<file path="config.mk">
export PLATFORM = sky130hd
export DESIGN_NAME = condexec_unit_flat
export DESIGN_NICKNAME = d
export VERILOG_FILES = /design/src/rtl/condexec_unit_if.sv /design/src/rtl/condexec_unit.sv /design/src/flat_wrapper.sv
export SDC_FILE = /design/constraint.sdc
export NUM_CORES = 1
export LEC_CHECK = 0
export CORE_MARGIN = 4
export CORE_UTILIZATION = 48
export DETAILED_ROUTE_END_ITERATION = 10
export PLACE_DENSITY = 0.77
export SYNTH_ARGS = -nofsm -noshare
export SYNTH_HDL_FRONTEND = slang
export SYNTH_SLANG_ARGS = --single-unit
</file>
<file path="constraint.sdc">
create_clock -name clk -period 18.3 [get_ports clk]
set_input_delay 3.66 -clock clk [delete_from_list [all_inputs] [get_ports clk]]
set_output_delay 3.66 -clock clk [all_outputs]
set_load 0.05 [all_outputs]
</file>
<file path="src/rtl/condexec_unit_if.sv">
// Issue-bundle, flag-writeback and squash-counter signals
// shared between the issue stage and the conditional-execution unit.
interface condexec_unit_if #(
    parameter int NLANES = 2,
    parameter int CNT_W  = 16
);
    localparam int AW = $clog2(NLANES + 1);

    logic                  bundlevalid;
    logic [4*NLANES-1:0]   condin;
    logic [NLANES-1:0]     setsin;
    logic [AW-1:0]         acceptn;
    logic                  flagwe;
    logic [3:0]            flagin;
    logic [3:0]            flagmask;
    logic [NLANES-1:0]     validout;
    logic [NLANES-1:0]     execout;
    logic [3:0]            flagsout;
    logic                  squashclr;
    logic [CNT_W-1:0]      squashcnt;

    modport master (
        output bundlevalid, condin, setsin,
        output flagwe, flagin, flagmask, squashclr,
        input  acceptn, validout, execout, flagsout, squashcnt
    );

    modport slave (
        input  bundlevalid, condin, setsin,
        input  flagwe, flagin, flagmask, squashclr,
        output acceptn, validout, execout, flagsout, squashcnt
    );
endinterface

</file>
<file path="src/rtl/condexec_unit.sv">
// Conditional-execution unit: NZCV flags, condition evaluation,
// flag-hazard prefix acceptance and a saturating squash counter.
module condexec_unit #(
    parameter int NLANES  = 2,
    parameter int MAXPEND = 4,
    parameter int CNT_W   = 16
) (
    input  logic             clk,
    input  logic             reset,
    condexec_unit_if.slave   bus
);
    localparam int AW = $clog2(NLANES + 1);
    localparam int PW = $clog2(MAXPEND + 1);
    localparam int SW = CNT_W + AW;
    localparam logic [CNT_W-1:0] CMAX = {CNT_W{1'b1}};

    logic [3:0]        flags;
    logic [PW-1:0]     pend;
    logic [CNT_W-1:0]  cnt;
    logic [NLANES-1:0] vld_q;
    logic [NLANES-1:0] exe_q;

    logic [3:0]        fmask;
    logic [3:0]        fbyp;
    logic [PW-1:0]     run;
    logic              stop;
    logic [AW-1:0]     acc;
    logic [AW-1:0]     nsq;
    logic [NLANES-1:0] accm;
    logic [NLANES-1:0] pass;
    logic [3:0]        code;
    logic [SW-1:0]     sum;
    logic [CNT_W-1:0]  cnt_nx;

    function automatic logic cond_ok(
        input logic [3:0] c,
        input logic [3:0] f
    );
        logic n, z, cy, v;
        n  = f[0];
        z  = f[1];
        cy = f[2];
        v  = f[3];
        unique case (c)
            4'h0: cond_ok = z;
            4'h1: cond_ok = ~z;
            4'h2: cond_ok = cy;
            4'h3: cond_ok = ~cy;
            4'h4: cond_ok = n;
            4'h5: cond_ok = ~n;
            4'h6: cond_ok = v;
            4'h7: cond_ok = ~v;
            4'h8: cond_ok = cy & ~z;
            4'h9: cond_ok = ~cy | z;
            4'hA: cond_ok = (n == v);
            4'hB: cond_ok = (n != v);
            4'hC: cond_ok = ~z & (n == v);
            4'hD: cond_ok = z | (n != v);
            4'hE: cond_ok = 1'b1;
            4'hF: cond_ok = 1'b0;
        endcase
    endfunction

    // Bypassed flags, in-order hazard scan and squash accumulation.
    always_comb begin
        fmask = bus.flagwe ? bus.flagmask : 4'h0;
        fbyp  = (flags & ~fmask) | (bus.flagin & fmask);
        run   = (bus.flagwe && pend != '0) ? pend - PW'(1) : pend;
        stop  = 1'b0;
        acc   = '0;
        nsq   = '0;
        accm  = '0;
        pass  = '0;
        code  = 4'h0;
        for (int i = 0; i < NLANES; i++) begin
            code    = bus.condin[4*i +: 4];
            pass[i] = cond_ok(code, fbyp);
            if (!bus.bundlevalid || reset || stop) begin
                stop = 1'b1;
            end else if (code < 4'hE && run != '0) begin
                stop = 1'b1;
            end else if (pass[i] && bus.setsin[i] &&
                         run == PW'(MAXPEND)) begin
                stop = 1'b1;
            end else begin
                accm[i] = 1'b1;
                acc     = acc + AW'(1);
                if (pass[i] && bus.setsin[i])
                    run = run + PW'(1);
                if (!pass[i])
                    nsq = nsq + AW'(1);
            end
        end
        sum    = SW'(bus.squashclr ? '0 : cnt) + SW'(nsq);
        cnt_nx = (sum > SW'(CMAX)) ? CMAX : sum[CNT_W-1:0];
    end

    assign bus.acceptn   = acc;
    assign bus.validout  = vld_q;
    assign bus.execout   = exe_q;
    assign bus.flagsout  = flags;
    assign bus.squashcnt = cnt;

    // Architectural state and registered per-lane results.
    always_ff @(posedge clk) begin
        if (reset) begin
            flags <= 4'h0;
            pend  <= '0;
            cnt   <= '0;
            vld_q <= '0;
            exe_q <= '0;
        end else begin
            flags <= fbyp;
            pend  <= run;
            cnt   <= cnt_nx;
            vld_q <= accm;
            exe_q <= accm & pass;
        end
    end
endmodule

</file>
<file path="src/flat_wrapper.sv">
// flat-port wrapper written by rule: the top's interface ports become plain ports
module condexec_unit_flat 
#(
    parameter int NLANES  = 2,
    parameter int MAXPEND = 4,
    parameter int CNT_W   = 16
)
  (clk, reset, bus_bundlevalid, bus_condin, bus_setsin, bus_flagwe, bus_flagin, bus_flagmask, bus_squashclr, bus_acceptn, bus_validout, bus_execout, bus_flagsout, bus_squashcnt);
  condexec_unit_if #(.NLANES(NLANES), .CNT_W(CNT_W)) bus_i ();
  input  logic clk;
  input  logic reset;
  input wire logic [$bits(bus_i.bundlevalid)-1:0] bus_bundlevalid;
  input wire logic [$bits(bus_i.condin)-1:0] bus_condin;
  input wire logic [$bits(bus_i.setsin)-1:0] bus_setsin;
  input wire logic [$bits(bus_i.flagwe)-1:0] bus_flagwe;
  input wire logic [$bits(bus_i.flagin)-1:0] bus_flagin;
  input wire logic [$bits(bus_i.flagmask)-1:0] bus_flagmask;
  input wire logic [$bits(bus_i.squashclr)-1:0] bus_squashclr;
  output wire logic [$bits(bus_i.acceptn)-1:0] bus_acceptn;
  output wire logic [$bits(bus_i.validout)-1:0] bus_validout;
  output wire logic [$bits(bus_i.execout)-1:0] bus_execout;
  output wire logic [$bits(bus_i.flagsout)-1:0] bus_flagsout;
  output wire logic [$bits(bus_i.squashcnt)-1:0] bus_squashcnt;
  assign bus_i.bundlevalid = bus_bundlevalid;
  assign bus_i.condin = bus_condin;
  assign bus_i.setsin = bus_setsin;
  assign bus_i.flagwe = bus_flagwe;
  assign bus_i.flagin = bus_flagin;
  assign bus_i.flagmask = bus_flagmask;
  assign bus_i.squashclr = bus_squashclr;
  assign bus_acceptn = bus_i.acceptn;
  assign bus_validout = bus_i.validout;
  assign bus_execout = bus_i.execout;
  assign bus_flagsout = bus_i.flagsout;
  assign bus_squashcnt = bus_i.squashcnt;
  condexec_unit #(.NLANES(NLANES), .MAXPEND(MAXPEND), .CNT_W(CNT_W)) u_core (.clk(clk), .reset(reset), .bus(bus_i));
endmodule
</file>
# ---- Word-level counts from Yosys, hierarchy flattened
# Index checks and enable logic that the tools add are counted.
dict set report word_totals {
  word_cells 113
  mem_count 0
  reg_bits 27
  inputBits 23
  romBits 0
  latch_bits 0
  mem_bits_rw 0
}
dict set report classes {
  n_eq_ne 34
  mux 37
  shifts 0
  n_reduce_logical 15
  bitwise_logic 13
  div 0
  magnitude_cmp 3
  multipliers 0
  n_addsub 6
}
# op count
set op_table {}
lappend op_table {{== test 4 bit (second input constant)} 16}
lappend op_table {{== test 4 x 3 -> 1 bit (second input constant)} 8}
lappend op_table {{two-way mux 16 bit} 2}
lappend op_table {{case mux 1 bit (16 select lines)} 2}
lappend op_table {{two-way mux 3 bit} 9}
lappend op_table {{two-way mux 2 bit} 12}
lappend op_table {{adder 18 x 2 -> 18 bit} 1}
lappend op_table {{greater-than comparator 18 x 16 -> 1 bit (second input constant)} 1}
lappend op_table {{== test 4 x 2 -> 1 bit (second input constant)} 4}
lappend op_table {{two-way mux 1 bit} 11}
lappend op_table {{nonzero test 3 bit} 3}
lappend op_table {{AND 4 bit} 2}
lappend op_table {{== test 4 x 1 -> 1 bit (second input constant)} 2}
lappend op_table {{logical NOT 4 bit} 2}
lappend op_table {{less-than comparator 4 bit (second input constant)} 2}
lappend op_table {{logical AND 1 bit} 7}
lappend op_table {{adder 3 x 1 -> 3 bit (second input constant)} 2}
lappend op_table {{== test 3 bit (second input constant)} 2}
lappend op_table {{adder 2 x 1 -> 2 bit (second input constant)} 2}
lappend op_table {{two-way mux 4 bit} 1}
lappend op_table {{NOT 1 bit} 4}
lappend op_table {{NOT 4 bit} 1}
lappend op_table {{OR 4 bit} 1}
lappend op_table {{subtractor 3 x 1 -> 3 bit (second input constant)} 1}
lappend op_table {{7 further kinds} 10}

# ---- Depth between registers and ports, before layout
# Gate-level depths: netlist of run 1.
dict set report depth {
  ltp_word 20
  mapped_depth 28
}

# ---- Worst setup path after synthesis of run 1
# OpenSTA, ideal clock, no wires.
dict set report synth_path {
  path_type {input-to-output}
  start {input bus_flagwe}
  end {output bus_acceptn[0]}
  t_arrival_ps 7446
  path_buffers 1
  required_ps 14640
  cell_stages 17
  path_slack_ps 7194
  cell_sequence {buf_4 > o21ai_0 > xnor2_1 > ha_1 > inv_1 > a311o_1 > a21oi_1 > nand3_1 > or3_1 > and2_4 > inv_1 > ha_1 > o211ai_1 > or2_2 > ha_1 > inv_1 > a21oi_1}
}
dict set report synth_between {
  elab_chain_cells 17
  elab_cells_between_ends 45
  cone_classes {add/sub (2); eq/ne (4); mux (17); bitwise (12); reduce/logical (10)}
}
# item line
set synth_lines {}
lappend synth_lines {{start: declaration} flat_wrapper.sv:15} ;# input wire logic [$bits(bus_i.flagwe)-1:0] bus_flagwe;
lappend synth_lines {{two-way mux 4 bit} condexec_unit.sv:66} ;# fmask = bus.flagwe ? bus.flagmask : 4'h0;
lappend synth_lines {{NOT 4 bit} condexec_unit.sv:67} ;# fbyp = (flags & ~fmask) | (bus.flagin & fmask);
lappend synth_lines {{AND 4 bit} condexec_unit.sv:67}
lappend synth_lines {{OR 4 bit} condexec_unit.sv:67}
lappend synth_lines {{inequality test 1 bit, or another cell as far along} {condexec_unit.sv:56, condexec_unit.sv:58}}
lappend synth_lines {{OR 1 bit, or another cell as far along} condexec_unit.sv:58} ;# 4'hD: cond_ok = z | (n != v);
lappend synth_lines {{case mux 1 bit (16 select lines)} condexec_unit.sv:44} ;# unique case (c)
lappend synth_lines {{logical AND 1 bit} {condexec_unit.sv:82, condexec_unit.sv:88}}
lappend synth_lines {{two-way mux 3 bit / logical AND 1 bit (equally long branches)} {condexec_unit.sv:88, condexec_unit.sv:82}}
lappend synth_lines {{two-way mux 3 bit} condexec_unit.sv:82} ;# end else if (pass[i] && bus.setsin[i] &&
lappend synth_lines {{two-way mux 3 bit} condexec_unit.sv:80} ;# end else if (code < 4'hE && run != '0) begin
lappend synth_lines {{two-way mux 3 bit} condexec_unit.sv:78} ;# if (!bus.bundlevalid || reset || stop) begin
lappend synth_lines {{== test 3 bit} condexec_unit.sv:83} ;# run == PW'(MAXPEND)) begin
lappend synth_lines {{logical AND 1 bit} condexec_unit.sv:82}
lappend synth_lines {{two-way mux 2 bit} condexec_unit.sv:82}
lappend synth_lines {{two-way mux 2 bit} condexec_unit.sv:80}
lappend synth_lines {{two-way mux 2 bit *} condexec_unit.sv:78}
lappend synth_lines {{end: declaration} flat_wrapper.sv:19} ;# output wire logic [$bits(bus_i.acceptn)-1:0] bus_acceptn;
# Every way passes the cells marked *; elsewhere a longest branch is shown, timed or not.

# ---- Worst setup path in the final report of run 1
# Ends and elaborated chain as after synthesis.

==> metrics.cfg, run 1 <==
[yosys]
ys.flop_type=dfxtp_1
yosys-top-cells-area=dfxtp_1, ha_1, a21oi_1
syn_avg_cell_area_um2=7.98
ys_seq_area_share_pct=25.6
synth_top_area_cell=dfxtp_1
ys_warn_count=0
synth_cell_type_count=64
syn_inst=265
synth_top_area_share_pct=25.6
synth_edf_count=0
synth_seq_cells=27
synthArstFlopShare_pct=0
synthesis.area_um2=2110
synth.net_count=299

[clocking]
tritoncts=built
clock_sinks=27
cts_buffers=3
cts_setup_buffers=0
cts-hold-fix-buffers=0
clk_pin_slew_ns=0.10
cts_buffer_depth=2
clk_latency_ns=0.28
cts_max_level=1
root_buffer=clkbuf_8
cts_resized=0

[worst_setup_path]
rr_endpoint=u_core.bus.squashcnt[13]
slowest_delay_ns=0.83
crit_slowest_cell=clkdlybuf4s50_1
endpoint_kind=output pin
reg2reg_depth=26
worstPathMaxFanout=14
rrSetupSlack_ns=12.12
timing.rr.start=u_core.pend[0]
path_cells=clkdlybuf4s50_1, o21ai_0, xnor2_1, ha_1, inv_1, a311o_1, a21oi_1, nand3_1, or3_1, and2_4, inv_1, ha_1, o211ai_1, or2_2, ha_1, inv_1, a21oi_1, clkdlybuf4s50_1
crit_required_ns=14.64
cp-start-kind=input port
crit_type=input port to output pin
critical_path_arrival_ns=8.83

[cells_and_area]
fillerInstances=372
nNetsFinal=342
final-seq-area_um2=541
syn_to_final_growth_pct=25.8
drive_gt1_share_pct=7.49
insertedDiodeCount=0
multi_input_area_um2=1470

[worst_hold_path]
min-delay-start=u_core.bus.squashcnt[8]
worstHoldPathType=flip-flop to flip-flop
whs_path_depth=3
holdPathEnd=u_core.bus.squashcnt[8]

[global_routing]
grt_pass1_wl_um=8780
antenna_found_initial=0
grt-ovfl-total=0
grtUsageTotal_pct=19.6
grt_max_degree=22
grt_pass1_vias=1992

[timing]
tightest_slew_ns=0.862
holdWs_ns=0.628
maxSlewHeadroom_pct=42.4
period_share_pct=68.2
rsz0062_at_grt=no
min_period_ns=12.49
max_freq_mhz=80.1
hold_viol=0
setup_viol=0
final-max-slew-violation-count=0
finClkSkew_ns=0.00477
setup-tns-final_ns=0

[route]
wl_per_cell_um=14.3
postRouteAntennaNets=0
via_per_inst=5.72
drc=0
drt_first_pass_iters=4
via_count=2041
drt_iter0_drc=71
totalWireLength_um=5090

[flow_run]
cap_violations=0

[power]
p_leak_nw=1.03
ir_drop_uv=63.0
powerDensity_nw_per_um2=96.2
p_total_mw=0.256

[place]
portBuffers=48
dp_hpwl_um=3860
gp_congestion=0.844

[floorplan]
chipHeight_um=74.4
dieArea_um2=5530
num_rows=23
core_um2=4120
die_w_um=74.4
initial_core_util_pct=51.4
io_pins=49

[status]
status=finished, final reports clean

[layout make-up]
type | instances | area share, %
Sequential cell | 27 | 20.3
Timing Repair Buffer | 48 | 18.1
Tap cell | 50 | 2.35
Inverter | 17 | 2.40
Multi-Input combinational cell | 211 | 55.2
Clock buffer | 4 | 1.69
[state kept, by name, indices dropped and copies added (netlist names)]
register / count
u_core.bus.squashcnt: 16
u_core.pend: 3
u_core.bus.validout: 2
u_core.bus.execout: 2
u_core.bus.flagsout: 4
[cells in the mapped netlist, types with 4 or more instances]
| cell type | number |
|---|---|
| dfxtp_1 | 27 |
| nor2_1 | 22 |
| a21oi_1 | 17 |
| inv_1 | 17 |
| nand2_1 | 17 |
| nand3_1 | 13 |
| ha_1 | 10 |
| nor2b_1 | 10 |
| nor3_1 | 10 |
| and3_1 | 9 |
| o21a_1 | 9 |
| o21ai_0 | 9 |
| clkbuf_1 | 8 |
| xnor2_1 | 8 |
| xor2_1 | 7 |
| nand4_1 | 6 |
| mux2i_1 | 4 |
[power by group]
group	switching, mW	total (mW)	internal (mW)
Clock	0.0193	0.0349	0.0156
Sequential	0.00219	0.0672	0.0650
Combinational	0.0928	0.154	0.0609
[worst max-delay path: cells and delay by family]
kind                     cells  cell delay (ns)
AO/OA/AOI/OAI                5             1.17
XOR/XNOR                     1             0.36
adder cells (fa/ha/maj)      3             0.80
buffers and inverters        5             1.75
AND/OR/NAND/NOR              4             1.06
[per-layer routing]
metal  routed length, µm  GRT usage [%]  up-vias
li1                    -              -     1048
met1                2370           25.6      942
met2                2430           33.9       43
met3                 237           2.84        8
met4                  59           5.34        0
met5                   0              0        -
[stage by stage]
stage          util, %  cells  setup slack, ns  instance area [µm²]
6_report          64.6    357             5.81                 2660
3_5_place_dp      63.5    353             5.86                 2620
3_3_place_gp      63.5    353             6.04                 2620
5_1_grt           64.6    357             5.43                 2660
4_1_cts           64.6    357             5.82                 2660
2_1_floorplan        -    265             7.19                 2110
[cells by family after synthesis]
kind of cell,after synthesis,synth area share [%]
simple gates,110,28.9
fa+ha+maj,11,6.86
compound gates,71,25.5
flops,27,25.6
mux,4,1.89
xor+xnor,15,6.21
buf+inv,27,5.03
[how the worst max path moves through the flow]
| stage | slack, ns | endpoint | startpoint | cells past startpoint |
|---|---|---|---|---|
| floorplan | 7.19 | bus_acceptn[0] | bus_flagwe | 17 |
| detailed placement | 5.86 | bus_acceptn[0] | bus_flagwe | 18 |
| finish | 5.81 | bus_acceptn[0] | bus_flagwe | 18 |
| global placement | 6.04 | bus_acceptn[0] | bus_flagwe | 18 |
| global route | 5.43 | bus_acceptn[0] | bus_flagwe | 18 |
| CTS | 5.82 | bus_acceptn[0] | bus_flagwe | 18 |
[cells in the final DEF (no fill, tap or decap), types with 10 or more instances in the layout]
cell             count
nand2_1             17
nand3_1             13
nor2b_1             10
ha_1                10
nor2_1              22
clkdlybuf4s50_1     48
dfxtp_1             27
nor3_1              10
inv_1               17
a21oi_1             17
Power figures use the tool's default switching activity.
==> run 2, diff against run 1 <==
==> constraint.sdc (replaced) <==
create_clock -name clk -period 11.6 [get_ports clk]
set_input_delay 2.32 -clock clk [delete_from_list [all_inputs] [get_ports clk]]
set_output_delay 2.32 -clock clk [all_outputs]
set_load 0.05 [all_outputs]
==> results of run 2 <==
The final DEF is identical to that of run 1. Status: finished, final reports clean.
Among the figures that moved: setup slack after placement 5.86 ns -> 1.84 ns; setup slack after layout 5.81 ns -> 1.79 ns; register-to-register setup slack 12.12 ns -> 5.42 ns; total power 0.256 mW -> 0.404 mW; worst IR drop on VDD 63.0 µV -> 99.4 µV
==> run 3, diff against run 2 <==
--- a/config.mk
+++ b/config.mk
@@ -6,7 +6,7 @@
 export NUM_CORES = 1
 export LEC_CHECK = 0
 export CORE_MARGIN = 4
-export CORE_UTILIZATION = 48
+export CORE_UTILIZATION = 46
 export DETAILED_ROUTE_END_ITERATION = 10
 export PLACE_DENSITY = 0.77
 export SYNTH_ARGS = -nofsm -noshare
==> constraint.sdc (replaced) <==
create_clock -name clk -period 7.95 [get_ports clk]
set_input_delay 1.59 -clock clk [delete_from_list [all_inputs] [get_ports clk]]
set_output_delay 1.59 -clock clk [all_outputs]
set_load 0.05 [all_outputs]
==> run 3 against run 2 <==
Global-route usage is 0.45 points lower. Hold slack better by 0.016 ns. Clock power is 46% higher. Total power is 49% higher. Die area is 3.9% higher. Critical path type unchanged. Critical endpoint unchanged. Largest power group unchanged.
==> metrics.cfg, run 3 (same netlist as run 1, synthesis figures left out) <==
[timing]
final-max-slew-violation-count=0  ; unchanged
max_freq_mhz=135
setup_viol=0  ; unchanged
maxSlewHeadroom_pct=59.9  ; was 42.4%
hold_viol=0  ; unchanged
period_share_pct=93.2
finClkSkew_ns=0.00933  ; was 0.00477 ns
tightest_slew_ns=0.600  ; was 0.862 ns
min_period_ns=7.41
holdWs_ns=0.643  ; was 0.628 ns
rsz0062_at_grt=no  ; unchanged
setup-tns-final_ns=0  ; unchanged

[status]
status=finished, final reports clean  ; unchanged

[global_routing]
use_met1_pct=21.9  ; was 25.6%
busiest_layer=met2  ; unchanged
grt-ovfl-total=0  ; unchanged
grt_pass1_vias=2007  ; was 1992
antenna_found_initial=0  ; unchanged
grtUsageTotal_pct=19.2  ; was 19.6%
use_met3_pct=3.17  ; was 2.84%
grt_pass1_wl_um=8630  ; was 8780 µm
use_met2_pct=35.2  ; was 33.9%
grt_max_degree=22  ; unchanged

[floorplan]
chipHeight_um=75.8  ; was 74.4 µm
die_w_um=75.8  ; was 74.4 µm
dieArea_um2=5750  ; was 5530 µm²
io_pins=49  ; unchanged
core_um2=4410  ; was 4120 µm²
initial_core_util_pct=47.9  ; was 51.4%
num_rows=24  ; was 23

[clocking]
cts_max_level=1  ; unchanged
cts_resized=0  ; unchanged
clk_pin_slew_ns=0.10  ; about the same
clk_latency_ns=0.28  ; about the same
cts_buffer_depth=2  ; unchanged
root_buffer=clkbuf_8  ; unchanged
cts-hold-fix-buffers=0  ; unchanged
cts_buffers=3  ; unchanged
clock_sinks=27  ; unchanged
tritoncts=built  ; unchanged
cts_setup_buffers=0  ; unchanged

[power]
p_leak_nw=1.05  ; was 1.03 nW
powerDensity_nw_per_um2=224  ; was 152 nW/µm²
ir_drop_uv=122  ; was 99.4 µV

[cells_and_area]
drive_gt1_share_pct=9.06  ; was 7.49%
fillerInstances=401  ; was 372
mostFrequentLayoutCells=clkdlybuf4s50_1, dfxtp_1, nor2_1  ; unchanged
largest_register_ffs=16  ; unchanged
syn_to_final_growth_pct=27.0  ; was 25.8%
insertedDiodeCount=0  ; unchanged
nNetsFinal=344  ; was 342
final_common_cell=clkdlybuf4s50_1  ; unchanged

[worst_setup_path]
critPathTopFamily=compound AO/OA/AOI/OAI gates  ; was buffers and inverters
path_cells=clkdlybuf4s50_1, o21ai_0, xnor2_1, ha_1, inv_1, a311o_1, a21oi_1, nand3_1, or3_1, and2_4, inv_1, ha_1, o211ai_1, or2_2, ha_1, inv_1, a21oi_1, buf_12  ; was clkdlybuf4s50_1, o21ai_0, xnor2_1, ha_1, inv_1, a311o_1, a21oi_1, nand3_1, or3_1, and2_4, inv_1, ha_1, o211ai_1, or2_2, ha_1, inv_1, a21oi_1, clkdlybuf4s50_1
path_buf_inv=5  ; unchanged
worstPathMaxFanout=7  ; was 14
slowest_delay_ns=0.49  ; was 0.83 ns
cp-start-kind=input port  ; unchanged
crit_required_ns=6.36  ; was 9.28 ns
crit_slowest_cell=clkdlybuf4s50_1  ; unchanged
crit_type=input port to output pin  ; unchanged
endpoint_kind=output pin  ; unchanged
critical_path_arrival_ns=5.82  ; was 7.49 ns

[route]
via_count=2084  ; was 2041
postRouteAntennaNets=0  ; unchanged
drt_iter0_drc=82  ; was 71
totalWireLength_um=5330  ; was 5090 µm
drc=0  ; unchanged
via_per_inst=5.77  ; was 5.72
drt_first_pass_iters=5  ; was 4
wl_per_cell_um=14.8  ; was 14.3 µm

[flow_run]
cap_violations=0  ; unchanged

[worst_hold_path]
worstHoldPathType=flip-flop to flip-flop  ; unchanged

[place]
portBuffers=48  ; unchanged
gp_congestion=0.899  ; was 0.844
dp_hpwl_um=4070  ; was 3860 µm

run 3: cell count changes in the layout (fill, tap and decap cells not counted), sizes merged:
cell and change:
clkbuf -1, buf +4, clkdlybuf4s50 -2, clkinv +1
run 3: final cells by class:
type                       instances  area, µm²  share of cell area (%)
multi-input combinational        211       1470                    54.6
sequential                        27        541                    20.1
timing repair buffer              50        503                    18.7
tap                               52       65.1                    2.42
inverter                          17       63.8                    2.38
clock buffer                       3       41.3                    1.54
clock inverter                     1       5.00                   0.186
run 3: stage by stage:
| stage | instances | setup WS, ns | power (mW) | util (%) | instance area [µm²] |
|---|---|---|---|---|---|
| 2_1_floorplan | 265 | 0.984 | 0.430 | - | 2110 |
| 3_3_place_gp | 357 | 0.770 | 0.506 | 59.8 | 2640 |
| 3_5_place_dp | 357 | 0.559 | 0.524 | 59.8 | 2640 |
| 4_1_cts | 361 | 0.560 | 0.606 | 60.9 | 2690 |
| 5_1_grt | 361 | 0.161 | 0.650 | 60.9 | 2690 |
| 6_report | 361 | 0.537 | 0.602 | 60.9 | 2690 |
run 3: layer usage:
metal / part of all wire (%) / up-vias / wire [µm]
li1: - / 1048 / -
met1: 44 / 972 / 2340
met2: 49 / 52 / 2600
met3: 4.6 / 12 / 247
met4: 2.6 / 0 / 140
met5: 0 / - / 0
run 3: path summary, 6_finish.rpt:
kind / startpoint / end / slack [ns] / depth (start not counted)
max reg2reg: u_core.pend[0] / u_core.bus.squashcnt[12] / 1.91 / 26
min reg2reg: u_core.bus.squashcnt[4] / u_core.bus.squashcnt[4] / 0.64 / 3
min: u_core.bus.squashcnt[4] / u_core.bus.squashcnt[4] / 0.64 / 3
max: bus_flagwe / bus_acceptn[0] / 0.54 / 18
run 3: power breakdown:
group / internal [mW] / leakage [nW] / switching, mW
Sequential: 0.150 / 0.219 / 0.00554
Combinational: 0.146 / 0.801 / 0.221
Clock: 0.0352 / 0.0255 / 0.0451
run 3: tightest hold or removal path, delay by kind of cell (launching register included):
| kind | cells | cell delay (ns) |
|---|---|---|
| and+or+nand+nor | 1 | 0.06 |
| xor gates and xnor gates | 1 | 0.08 |
| DFF | 1 | 0.40 |
| AOI/OAI and AO/OA | 1 | 0.06 |
